**config.mk**
```make
export PLATFORM = sky130hd
export DESIGN_NAME = seg7_scan_display
export DESIGN_NICKNAME = d
export VERILOG_FILES = /design/src/rtl/seg7_pkg.sv /design/src/rtl/seg7_bin2bcd.sv /design/src/rtl/seg7_scan_display.sv
export SDC_FILE = /design/constraint.sdc
export NUM_CORES = 1
export LEC_CHECK = 0
export CAP_MARGIN = 20
export CORE_MARGIN = 2
export CORE_UTILIZATION = 55
export DETAILED_ROUTE_END_ITERATION = 12
export DONT_BUFFER_PORTS = 1
export GPL_ROUTABILITY_DRIVEN = 0
export GPL_TIMING_DRIVEN = 0
export PLACE_DENSITY_LB_ADDON = 0.25
export SLEW_MARGIN = 20
export SYNTH_ARGS = -nofsm -noshare
export SYNTH_HDL_FRONTEND = slang
export SYNTH_HIERARCHICAL = 1
export SYNTH_SLANG_ARGS = --single-unit
```
**constraint.sdc**
```tcl
create_clock -name clock -period 1.7 [get_ports clock]
set_input_delay 0.425 -clock clock [delete_from_list [all_inputs] [get_ports clock]]
set_output_delay 0.425 -clock clock [all_outputs]
set_load 0.1 [all_outputs]
```
**src/rtl/seg7_pkg.sv**
```systemverilog
// Shared constants for the 7-segment scan display: glyphs, segment bit positions,
// conversion FSM states and a BCD sizing helper.
package seg7_pkg;

  // Conversion FSM states.
  typedef enum logic [1:0] {
    StIdle,
    StConv,
    StCommit
  } conv_state_e;

  // Cathode bit positions: a..g then decimal point.
  localparam int unsigned SegA  = 0;
  localparam int unsigned SegB  = 1;
  localparam int unsigned SegC  = 2;
  localparam int unsigned SegD  = 3;
  localparam int unsigned SegE  = 4;
  localparam int unsigned SegF  = 5;
  localparam int unsigned SegG  = 6;
  localparam int unsigned SegDp = 7;

  // Glyphs as active-high segment masks, bit 0 = a .. bit 6 = g.
  localparam logic [6:0] Glyph0     = 7'h3F;
  localparam logic [6:0] Glyph1     = 7'h06;
  localparam logic [6:0] Glyph2     = 7'h5B;
  localparam logic [6:0] Glyph3     = 7'h4F;
  localparam logic [6:0] Glyph4     = 7'h66;
  localparam logic [6:0] Glyph5     = 7'h6D;
  localparam logic [6:0] Glyph6     = 7'h7D;
  localparam logic [6:0] Glyph7     = 7'h07;
  localparam logic [6:0] Glyph8     = 7'h7F;
  localparam logic [6:0] Glyph9     = 7'h6F;
  localparam logic [6:0] GlyphDash  = 7'h40;
  localparam logic [6:0] GlyphBlank = 7'h00;

  // Active-high glyph for one BCD digit; non-decimal codes render blank.
  function automatic logic [6:0] glyph_of(input logic [3:0] digit);
    unique case (digit)
      4'd0:    return Glyph0;
      4'd1:    return Glyph1;
      4'd2:    return Glyph2;
      4'd3:    return Glyph3;
      4'd4:    return Glyph4;
      4'd5:    return Glyph5;
      4'd6:    return Glyph6;
      4'd7:    return Glyph7;
      4'd8:    return Glyph8;
      4'd9:    return Glyph9;
      default: return GlyphBlank;
    endcase
  endfunction

  // Decimal digits needed to hold any w-bit unsigned value (floor(w*log10(2)) + 1).
  function automatic int unsigned bcd_digits(input int unsigned w);
    return (w * 30103) / 100000 + 1;
  endfunction

endpackage

```
**src/rtl/seg7_bin2bcd.sv**
```systemverilog
// Iterative double-dabble converter: one add-3/shift step per cycle, VALUE_W steps.
// done_o is high during the final step; bcd_o/overflow_o hold the result from the
// following cycle until the next start_i.
module seg7_bin2bcd
  import seg7_pkg::*;
#(
  parameter int unsigned VALUE_W    = 14,
  parameter int unsigned NUM_DIGITS = 4
) (
  input  logic                    clock,
  input  logic                    resetb,
  input  logic                    start_i,
  input  logic [VALUE_W-1:0]      value_i,
  output logic                    done_o,
  output logic [4*NUM_DIGITS-1:0] bcd_o,
  output logic                    overflow_o
);

  // Wide enough for any VALUE_W input so out-of-range values are seen, not truncated.
  localparam int unsigned CalcDigits = bcd_digits(VALUE_W);
  localparam int unsigned TotDigits  = (CalcDigits > NUM_DIGITS) ? CalcDigits : NUM_DIGITS;
  localparam int unsigned BcdW       = 4 * TotDigits;
  localparam int unsigned CntW       = $clog2(VALUE_W + 1);

  logic [VALUE_W-1:0] bin_q;
  logic [BcdW-1:0]    bcd_q;
  logic [BcdW-1:0]    bcd_adj;
  logic [CntW-1:0]    cnt_q;

  // Add 3 to every BCD digit that is 5 or more ahead of the shift.
  always_comb begin
    bcd_adj = bcd_q;
    for (int i = 0; i < int'(TotDigits); i++) begin
      if (bcd_q[4*i +: 4] >= 4'd5) begin
        bcd_adj[4*i +: 4] = bcd_q[4*i +: 4] + 4'd3;
      end
    end
  end

  // Load on start, then shift the combined BCD/binary register once per cycle.
  always_ff @(posedge clock or negedge resetb) begin
    if (!resetb) begin
      bin_q <= '0;
      bcd_q <= '0;
      cnt_q <= '0;
    end else if (start_i) begin
      bin_q <= value_i;
      bcd_q <= '0;
      cnt_q <= CntW'(VALUE_W);
    end else if (cnt_q != '0) begin
      {bcd_q, bin_q} <= {bcd_adj, bin_q} << 1;
      cnt_q          <= cnt_q - 1'b1;
    end
  end

  assign done_o     = (cnt_q == CntW'(1));
  assign bcd_o      = bcd_q[4*NUM_DIGITS-1:0];
  assign overflow_o = |(bcd_q >> (4 * NUM_DIGITS));

endmodule

```
**src/rtl/seg7_scan_display.sv**
```systemverilog
// Multiplexed 7-segment display driver: accepts a binary value, converts it to BCD,
// and scans the digits with registered anode/cathode outputs.
// Optional feature macro: SEG7_DEADTIME_EN blanks all anodes for the last two prescaler
// cycles of every digit slot (needs REFRESH_DIV >= 4).
module seg7_scan_display
  import seg7_pkg::*;
#(
  parameter int unsigned NUM_DIGITS     = 4,
  parameter int unsigned VALUE_W        = 14,
  parameter int unsigned REFRESH_DIV    = 1000,
  parameter bit          SEG_ACTIVE_LOW = 1'b1
) (
  input  logic                  clock,
  input  logic                  resetb,
  input  logic [VALUE_W-1:0]    value_i,
  input  logic                  value_valid_i,
  output logic                  value_ready_o,
  input  logic [NUM_DIGITS-1:0] dp_mask_i,
  input  logic                  blank_lz_i,
  output logic [NUM_DIGITS-1:0] anode_o,
  output logic [7:0]            cathode_o,
  output logic                  busy_o,
  output logic                  overflow_o
);

  localparam int unsigned PrescW = $clog2(REFRESH_DIV);
  localparam int unsigned IdxW   = (NUM_DIGITS > 1) ? $clog2(NUM_DIGITS) : 1;
  localparam logic [7:0]  SegOff = SEG_ACTIVE_LOW ? 8'hFF : 8'h00;

  conv_state_e             state_q;
  logic [4*NUM_DIGITS-1:0] disp_q;
  logic                    ovf_q;
  logic [PrescW-1:0]       presc_q;
  logic [IdxW-1:0]         idx_q;
  logic [NUM_DIGITS-1:0]   anode_q, anode_d;
  logic [7:0]              cathode_q, cathode_d;

  logic                    conv_start;
  logic                    conv_done;
  logic [4*NUM_DIGITS-1:0] conv_bcd;
  logic                    conv_ovf;
  logic                    last_tick;
  logic [3:0]              cur_digit;
  logic                    upper_zero;
  logic [7:0]              seg_on;

  assign conv_start = value_valid_i && (state_q == StIdle);

  seg7_bin2bcd #(
    .VALUE_W    (VALUE_W),
    .NUM_DIGITS (NUM_DIGITS)
  ) u_bin2bcd (
    .clock      (clock),
    .resetb     (resetb),
    .start_i    (conv_start),
    .value_i    (value_i),
    .done_o     (conv_done),
    .bcd_o      (conv_bcd),
    .overflow_o (conv_ovf)
  );

  // Conversion FSM; the display register and overflow flag load when leaving COMMIT.
  always_ff @(posedge clock or negedge resetb) begin
    if (!resetb) begin
      state_q <= StIdle;
      disp_q  <= '0;
      ovf_q   <= 1'b0;
    end else begin
      unique case (state_q)
        StIdle: begin
          if (value_valid_i) state_q <= StConv;
        end
        StConv: begin
          if (conv_done) state_q <= StCommit;
        end
        StCommit: begin
          disp_q  <= conv_bcd;
          ovf_q   <= conv_ovf;
          state_q <= StIdle;
        end
        default: state_q <= StIdle;
      endcase
    end
  end

  assign value_ready_o = (state_q == StIdle);
  assign busy_o        = (state_q != StIdle);
  assign overflow_o    = ovf_q;

  assign last_tick = (presc_q == PrescW'(REFRESH_DIV - 1));

  // Slot prescaler and digit index.
  always_ff @(posedge clock or negedge resetb) begin
    if (!resetb) begin
      presc_q <= '0;
      idx_q   <= '0;
    end else if (last_tick) begin
      presc_q <= '0;
      idx_q   <= (idx_q == IdxW'(NUM_DIGITS - 1)) ? '0 : idx_q + 1'b1;
    end else begin
      presc_q <= presc_q + 1'b1;
    end
  end

  // Next anode/cathode pattern from the current index and display register.
  always_comb begin
    cur_digit  = 4'(disp_q >> {idx_q, 2'b00});
    // All digits from this one upward are zero: candidate for leading-zero blanking.
    upper_zero = ((disp_q >> {idx_q, 2'b00}) == '0);

    seg_on             = '0;
    seg_on[SegDp]      = dp_mask_i[idx_q];
    seg_on[SegG:SegA]  = glyph_of(cur_digit);
    if (ovf_q) begin
      seg_on[SegG:SegA] = GlyphDash;
    end else if (blank_lz_i && (idx_q != '0) && upper_zero) begin
      seg_on[SegG:SegA] = GlyphBlank;
    end
    cathode_d = SEG_ACTIVE_LOW ? ~seg_on : seg_on;

    anode_d        = '0;
    anode_d[idx_q] = 1'b1;
`ifdef SEG7_DEADTIME_EN
    // Output lags by one cycle, so this blanks the last two visible cycles of the slot.
    if (presc_q >= PrescW'(REFRESH_DIV - 2)) anode_d = '0;
`endif
  end

  // Registered display outputs.
  always_ff @(posedge clock or negedge resetb) begin
    if (!resetb) begin
      anode_q   <= '0;
      cathode_q <= SegOff;
    end else begin
      anode_q   <= anode_d;
      cathode_q <= cathode_d;
    end
  end

  assign anode_o   = anode_q;
  assign cathode_o = cathode_q;

endmodule
```
=== Yosys cells after proc, flatten, opt, wreduce, memory -nomap -nowiden ===
Memories as Yosys holds them, arrays and structs flattened.
Index checks and enable logic that the tools add are counted.

* Bits in registers: 81
* ROM bits: 112
* Input port bits: 22
* Output and inout bits: 15
* Word-level logic and storage cells: 69
* Memories: 1

* Add/sub/neg operators: 8
* Order comparisons: 7
* Equality and inequality tests: 7
* Shift-type cells: 1
* Muxes and demuxes: 22
* Bitwise gates (word level): 1
* Reductions and logical operators: 12

{| class="wikitable"
|+ Memory list
! memory !! words !! bits a word !! rd ports !! clocked after Yosys merged registers in !! write ports !! RTL line !! RTL
|-
| (no name shown) || 16 || 7 || 1 || 0 || 0 || seg7_pkg.sv:38 || <nowiki>unique case (digit)</nowiki>
|}

{| class="wikitable"
|+ Operators with widths
! operator !! number
|-
| 20-bit two-way mux || 2
|-
| 14-bit two-way mux || 2
|-
| 4-bit two-way mux || 6
|-
| 4-bit by 3-bit greater-or-equal comparator with 1-bit output (second input constant) || 5
|-
| 4-bit by 2-bit adder with 4-bit output (second input constant) || 4
|-
| 16-bit zero test || 1
|-
| 16-bit by 4-bit right shift with 16-bit output || 1
|-
| 7-bit two-way mux || 2
|-
| 10-bit by 1-bit adder with 10-bit output (second input constant) || 1
|-
| 10-bit == test (second input constant) || 1
|-
| 10-bit two-way mux || 1
|-
| 8-bit inverter || 1
|-
| 2-bit two-way mux || 3
|-
| 2-bit nonzero test || 3
|-
| 2-bit == test (second input constant) || 2
|-
| 4-bit by 1-bit == test with 1-bit output (second input constant) || 1
|-
| 1-bit logical AND || 4
|-
| 2-bit inequality test (second input constant) || 2
|-
| 2-bit case mux with 2 select lines || 1
|-
| 4-bit nonzero test || 1
|-
| 4-bit OR reduction || 1
|-
| 4-bit by 1-bit subtractor with 4-bit output (second input constant) || 1
|-
| 3-bit by 2-bit adder with 3-bit output (second input constant) || 1
|-
| 2-bit by 3-bit less-than comparator with 1-bit output (second input constant) || 1
|-
| other kinds (9) || 10
|}

=== Depth between registers and ports, before layout ===
Gate-level depths: netlist (run 1).

* Depth after elaboration: 6
* Mapped depth: 8
* Gate-level depth less buffers: 7

=== By module ===
The synthesis (run 1) kept the hierarchy.

{| class="wikitable"
|+ By module, submodules not included
! module !! times used !! cells each !! area each (µm²) !! sequential area each (µm²)
|-
| seg7_bin2bcd || 1 || 262 || 2,401.1 || 950.9
|-
| seg7_scan_display || 1 || 163 || 2,042.0 || 1,086.0
|}

=== Least setup slack after synthesis (run 1) ===
OpenSTA, ideal clock, no wires.

* Kind: flip-flop to flip-flop
* From: reg state_q[1]
* To: reg u_bin2bcd.bin_q[10]
* Setup time: 0.141 ns
* Data arrival time: 2.590 ns
* Required time: 1.559 ns
* Setup slack: -1.031 ns
* Stages on the path, launching flop included: 7
* Buffers on the path: 2
* Clock period less this slack: 2.731 ns
* Cell sequence: dfrtp_1 or2_2 inv_1 and2_1 clkbuf_1 clkbuf_1 o21ai_0

* Cells in the longest elaborated chain, start to end: 3
* Elaborated cells between the ends (all ways): 4
* Classes of those cells: mux (1); reduce/logical (3)

{| class="wikitable"
|+ RTL lines
! item !! RTL line !! RTL
|-
| start, declared || seg7_scan_display.sv:30 || <nowiki>conv_state_e state_q;</nowiki>
|-
| start signal, assigned || seg7_scan_display.sv:65 || <nowiki>state_q <= StIdle;</nowiki>
|-
| start signal, assigned || seg7_scan_display.sv:71 || <nowiki>if (value_valid_i) state_q <= StConv;</nowiki>
|-
| start signal, assigned || seg7_scan_display.sv:74 || <nowiki>if (conv_done) state_q <= StCommit;</nowiki>
|-
| 2-bit zero test * || n/a ||
|-
| net value_ready_o || seg7_scan_display.sv:17 || <nowiki>output logic value_ready_o,</nowiki>
|-
| 1-bit logical AND * || seg7_scan_display.sv:47 || <nowiki>assign conv_start = value_valid_i && (state_q == StIdle);</nowiki>
|-
| net conv_start || seg7_scan_display.sv:38 || <nowiki>logic conv_start;</nowiki>
|-
| 14-bit two-way mux / 2-bit nonzero test (equally long branches) || n/a ||
|-
| end signal, assigned || seg7_bin2bcd.sv:47 || <nowiki>bin_q <= value_i;</nowiki>
|-
| end signal, assigned || seg7_bin2bcd.sv:51 || <nowiki>{bcd_q, bin_q} <= {bcd_adj, bin_q} << 1;</nowiki>
|-
| end, declared || seg7_bin2bcd.sv:25 || <nowiki>logic [VALUE_W-1:0] bin_q;</nowiki>
|}

The timed path passes the listed nets; every way through them passes the cells marked *.
A chain may end at the register's enable or synchronous reset.

=== Worst setup path in the final report (run 1) ===
* From: reg state_q[0]
* To: reg u_bin2bcd.bcd_q[13]

* Cells in the longest elaborated chain, start to end: 3
* Elaborated cells between the ends (all ways): 4
* Classes of those cells: mux (1); reduce/logical (3)

{| class="wikitable"
|+ RTL lines
! item !! RTL line !! RTL
|-
| 2-bit zero test * || n/a ||
|-
| net value_ready_o || seg7_scan_display.sv:17 ||
|-
| 1-bit logical AND * || seg7_scan_display.sv:47 ||
|-
| net conv_start || seg7_scan_display.sv:38 ||
|-
| 20-bit two-way mux / 2-bit nonzero test (equally long branches) || n/a ||
|-
| end signal, assigned || seg7_bin2bcd.sv:51 ||
|-
| end, declared || seg7_bin2bcd.sv:26 || <nowiki>logic [BcdW-1:0] bcd_q;</nowiki>
|}

Marks and branches as above.

==> flow_summary.json, run 1 <==
{
  "reg2reg_depth": 6,
  "maxSlewViolCount": 0,
  "status": "finished with violations",
  "fin_area_um2": 5190,
  "place_area_um2": 4660,
  "numPortBuffers": 0,
  "regToRegSetupSlack_ns": -0.64,
  "synth-seq-area-share": 0.458,
  "tns_ns": -20.10,
  "clkLatencyLatePin_ns": 0.35,
  "setup_viol": 46,
  "cts_buffer_depth": 2,
  "slowest_stage": "clkinvlp_4",
  "htree_levels": 3,
  "layout_common_cells": "dfrtp_1, buf_4, nand2_1",
  "hold_viol_final": 81,
  "grt_max_degree": 82,
  "power.density_nw_per_um2": 1850,
  "ys.flop_type": "dfrtp_1",
  "ys_ff_latch": 81,
  "antenna_cells": 0,
  "grt_pass1_vias": 3276,
  "cp.required_ns": 1.96,
  "die_x_um": 93.9,
  "dp_cells": 527,
  "wl_per_cell_um": 16.4,
  "synth-compound-area-share": 0.122,
  "syn_area_um2": 4440,
  "cp_slowest_stage_delay_ns": 0.53,
  "fp.dieH_um": 93.9,
  "worstPathArrival_ns": 2.60,
  "yosys.area_share.simple": 0.147,
  "synth-xor-area-share": 0.0197,
  "fmax_mhz": 427,
  "final_common_cell": "dfrtp_1",
  "synth-edff-count": 0,
  "peakVddDrop_mv": 0.914,
  "rsz0062_at_grt": "yes",
  "ys_warn_count": 6,
  "path_cells": "or2_4 > clkinvlp_4 > and2_4 > buf_8 > or3_1 > o211ai_1",
  "end_kind": "flop",
  "crit_type": "reg2reg",
  "drive_gt1_frac": 0.297,
  "grt_usage": 0.222,
  "instances_no_fill": 557,
  "tritoncts.num_buffers": 9,
  "drt_pre_antenna_iters": 6,
  "clock_sink_count": 81,
  "tritoncts": "built",
  "antenna_found_initial": 0,
  "drt_wl_total_um": 9150,
  "syn-num-nets": 471,
  "cts_root_buf": "clkbuf_8",
  "dp_hpwl_um": 5860,
  "startpoint_type": "flop",
  "num_rows": 32,
  "via_per_inst": 5.67,
  "crit_start": "state_q[0]$_DFFE_PN0P_",
  "io_pins": 37,
  "finalPower_uw": 9580,
  "initial_core_util": 0.572,
  "fin_nets": 496,
  "finalCritPeriodShare": 1.38,
  "r2r_start": "state_q[0]$_DFFE_PN0P_",
  "synth_top_family_by_area": "simple AND/OR/NAND/NOR gates",
  "endpoint": "u_bin2bcd/bcd_q[13]$_DFFE_PN0P_",
  "overflow": 0,
  "layout_min_cycle_time_ns": 2.34,
  "synthAdderAreaFrac": 0.0676,
  "synthArstFlopShare": 1.00,
  "synthCells": 425,
  "timing.hold.ws_ns": -0.230,
  "skew_ns": 0.00988,
  "p_leak_uw": 0.00235,
  "first_iter_violations": 133,
  "vias": 3158,
  "max_cap_violations": 0,
  "drcViolationCount": 0,
  "setup_ws_ns": -0.642,
  "r2r_end": "u_bin2bcd/bcd_q[13]$_DFFE_PN0P_",
  "areaGrowthSynthToFinish_pct": 16.8,
  "clkSlewWorstSetupHoldPaths_ns": 0.08,
  "hold_class": "in2async",
  "worstMarginPinSlew_ns": 0.604,
  "relSlewSlack": 0.597,
  "ys_types": 49,
  "synthMuxAreaShare": 0.107,
  "violations": "hold timing, setup timing",
  "ant_nets": 0,
  "core_um2": 7770,
  "critPathMaxFanout": 10,
  "die-area_um2": 8810,
  "grt_pass1_wl_um": 15300,
  "syn-mean-instance-area_um2": 10.5
}
-- cell type report --
type,count,area (um2)
Buffer,35,295
Clock buffer,11,131
Clock inverter,5,80.1
Fill cell,598,2580
Inverter,30,121
Multi-Input combinational cell,277,2250
Sequential cell,81,2040
Tap cell,102,128
Timing Repair Buffer,16,136
-- power breakdown --
group | internal (uW) | switching [uW]
sequential | 2670 | 1270
clock | 826 | 681
combinational | 2060 | 2070
-- flip-flops by register name (all words and copies together), names as in the netlist, 2 cells and up --
signal / flops
anode_o: 4
cathode_o: 8
disp_q: 16
idx_q: 2
presc_q: 10
state_q: 2
u_bin2bcd/bcd_q: 20
u_bin2bcd/bin_q: 14
u_bin2bcd/cnt_q: 4
-- metrics by stage --
stage	util	setup WS, ns
after floorplan	-	-0.577
after global placement	0.600	-0.704
after detailed placement	0.600	-0.726
after CTS	0.650	-0.702
after global routing	0.668	-0.725
final	0.668	-0.642
-- worst min-delay path by stage --
stage,from,to,cells past startpoint,slack (ns)
after floorplan,resetb,anode_o[0]$_DFF_PN0_,0,0.13
after global placement,resetb,u_bin2bcd/bcd_q[1]$_DFFE_PN0P_,0,0.13
after detailed placement,resetb,u_bin2bcd/bcd_q[17]$_DFFE_PN0P_,0,0.13
after CTS,resetb,state_q[0]$_DFFE_PN0P_,0,-0.25
after global routing,resetb,u_bin2bcd/bin_q[10]$_DFFE_PN0P_,0,-0.26
final,resetb,u_bin2bcd/bcd_q[18]$_DFFE_PN0P_,0,-0.23
-- what timing repair did --
action | CTS | global route
setup endpoints to repair | 63 | 58
setup buffers | 7 | 9
hold endpoints to repair | 81 | 81
gates resized for setup | 29 | 22
pin swaps | 17 | 14
-- cells in the mapped netlist, drive strengths merged, types with 14 or more instances --
cell	number	area, um2
dfrtp	73	1830
nand2	33	124
inv	30	113
o21ai	30	150
buf	26	196
nor2	26	97.6
ha	24	300
or3	20	125
mux2	19	214
nor2b	18	113
mux2i	14	140
-- critical path: cells and delay by family, from the launching register on --
kind                   cells  cell delay [ns]
and+or+nand+nor            3             1.03
buffers and inverters      2             0.67
DFF                        1             0.36
AOI/OAI and AO/OA          1             0.20
-- per-layer routing --
layer  vias up  track usage  share of wire
li1       1519            -              -
met1      1549        0.292           0.44
met2        76        0.356           0.50
met3        14       0.0546          0.045
met4         0       0.0857          0.017
met5         -            0              0
-- cell families after synthesis --
| family | count (synthesis) |
|---|---|
| and+or+nand+nor | 126 |
| DFF | 81 |
| AOI/OAI and AO/OA | 79 |
| buffers and inverters | 67 |
| muxes | 38 |
| adders and majority gates | 24 |
| xor gates and xnor gates | 10 |
Note: power is estimated with default switching activity, not from simulation.
==> inputs of run 2 (changes only) <==
SLEW_MARGIN = 15   (was 20)
==> results of run 2 <==
No change in the layout: final DEF, timing and power equal those of run 1.
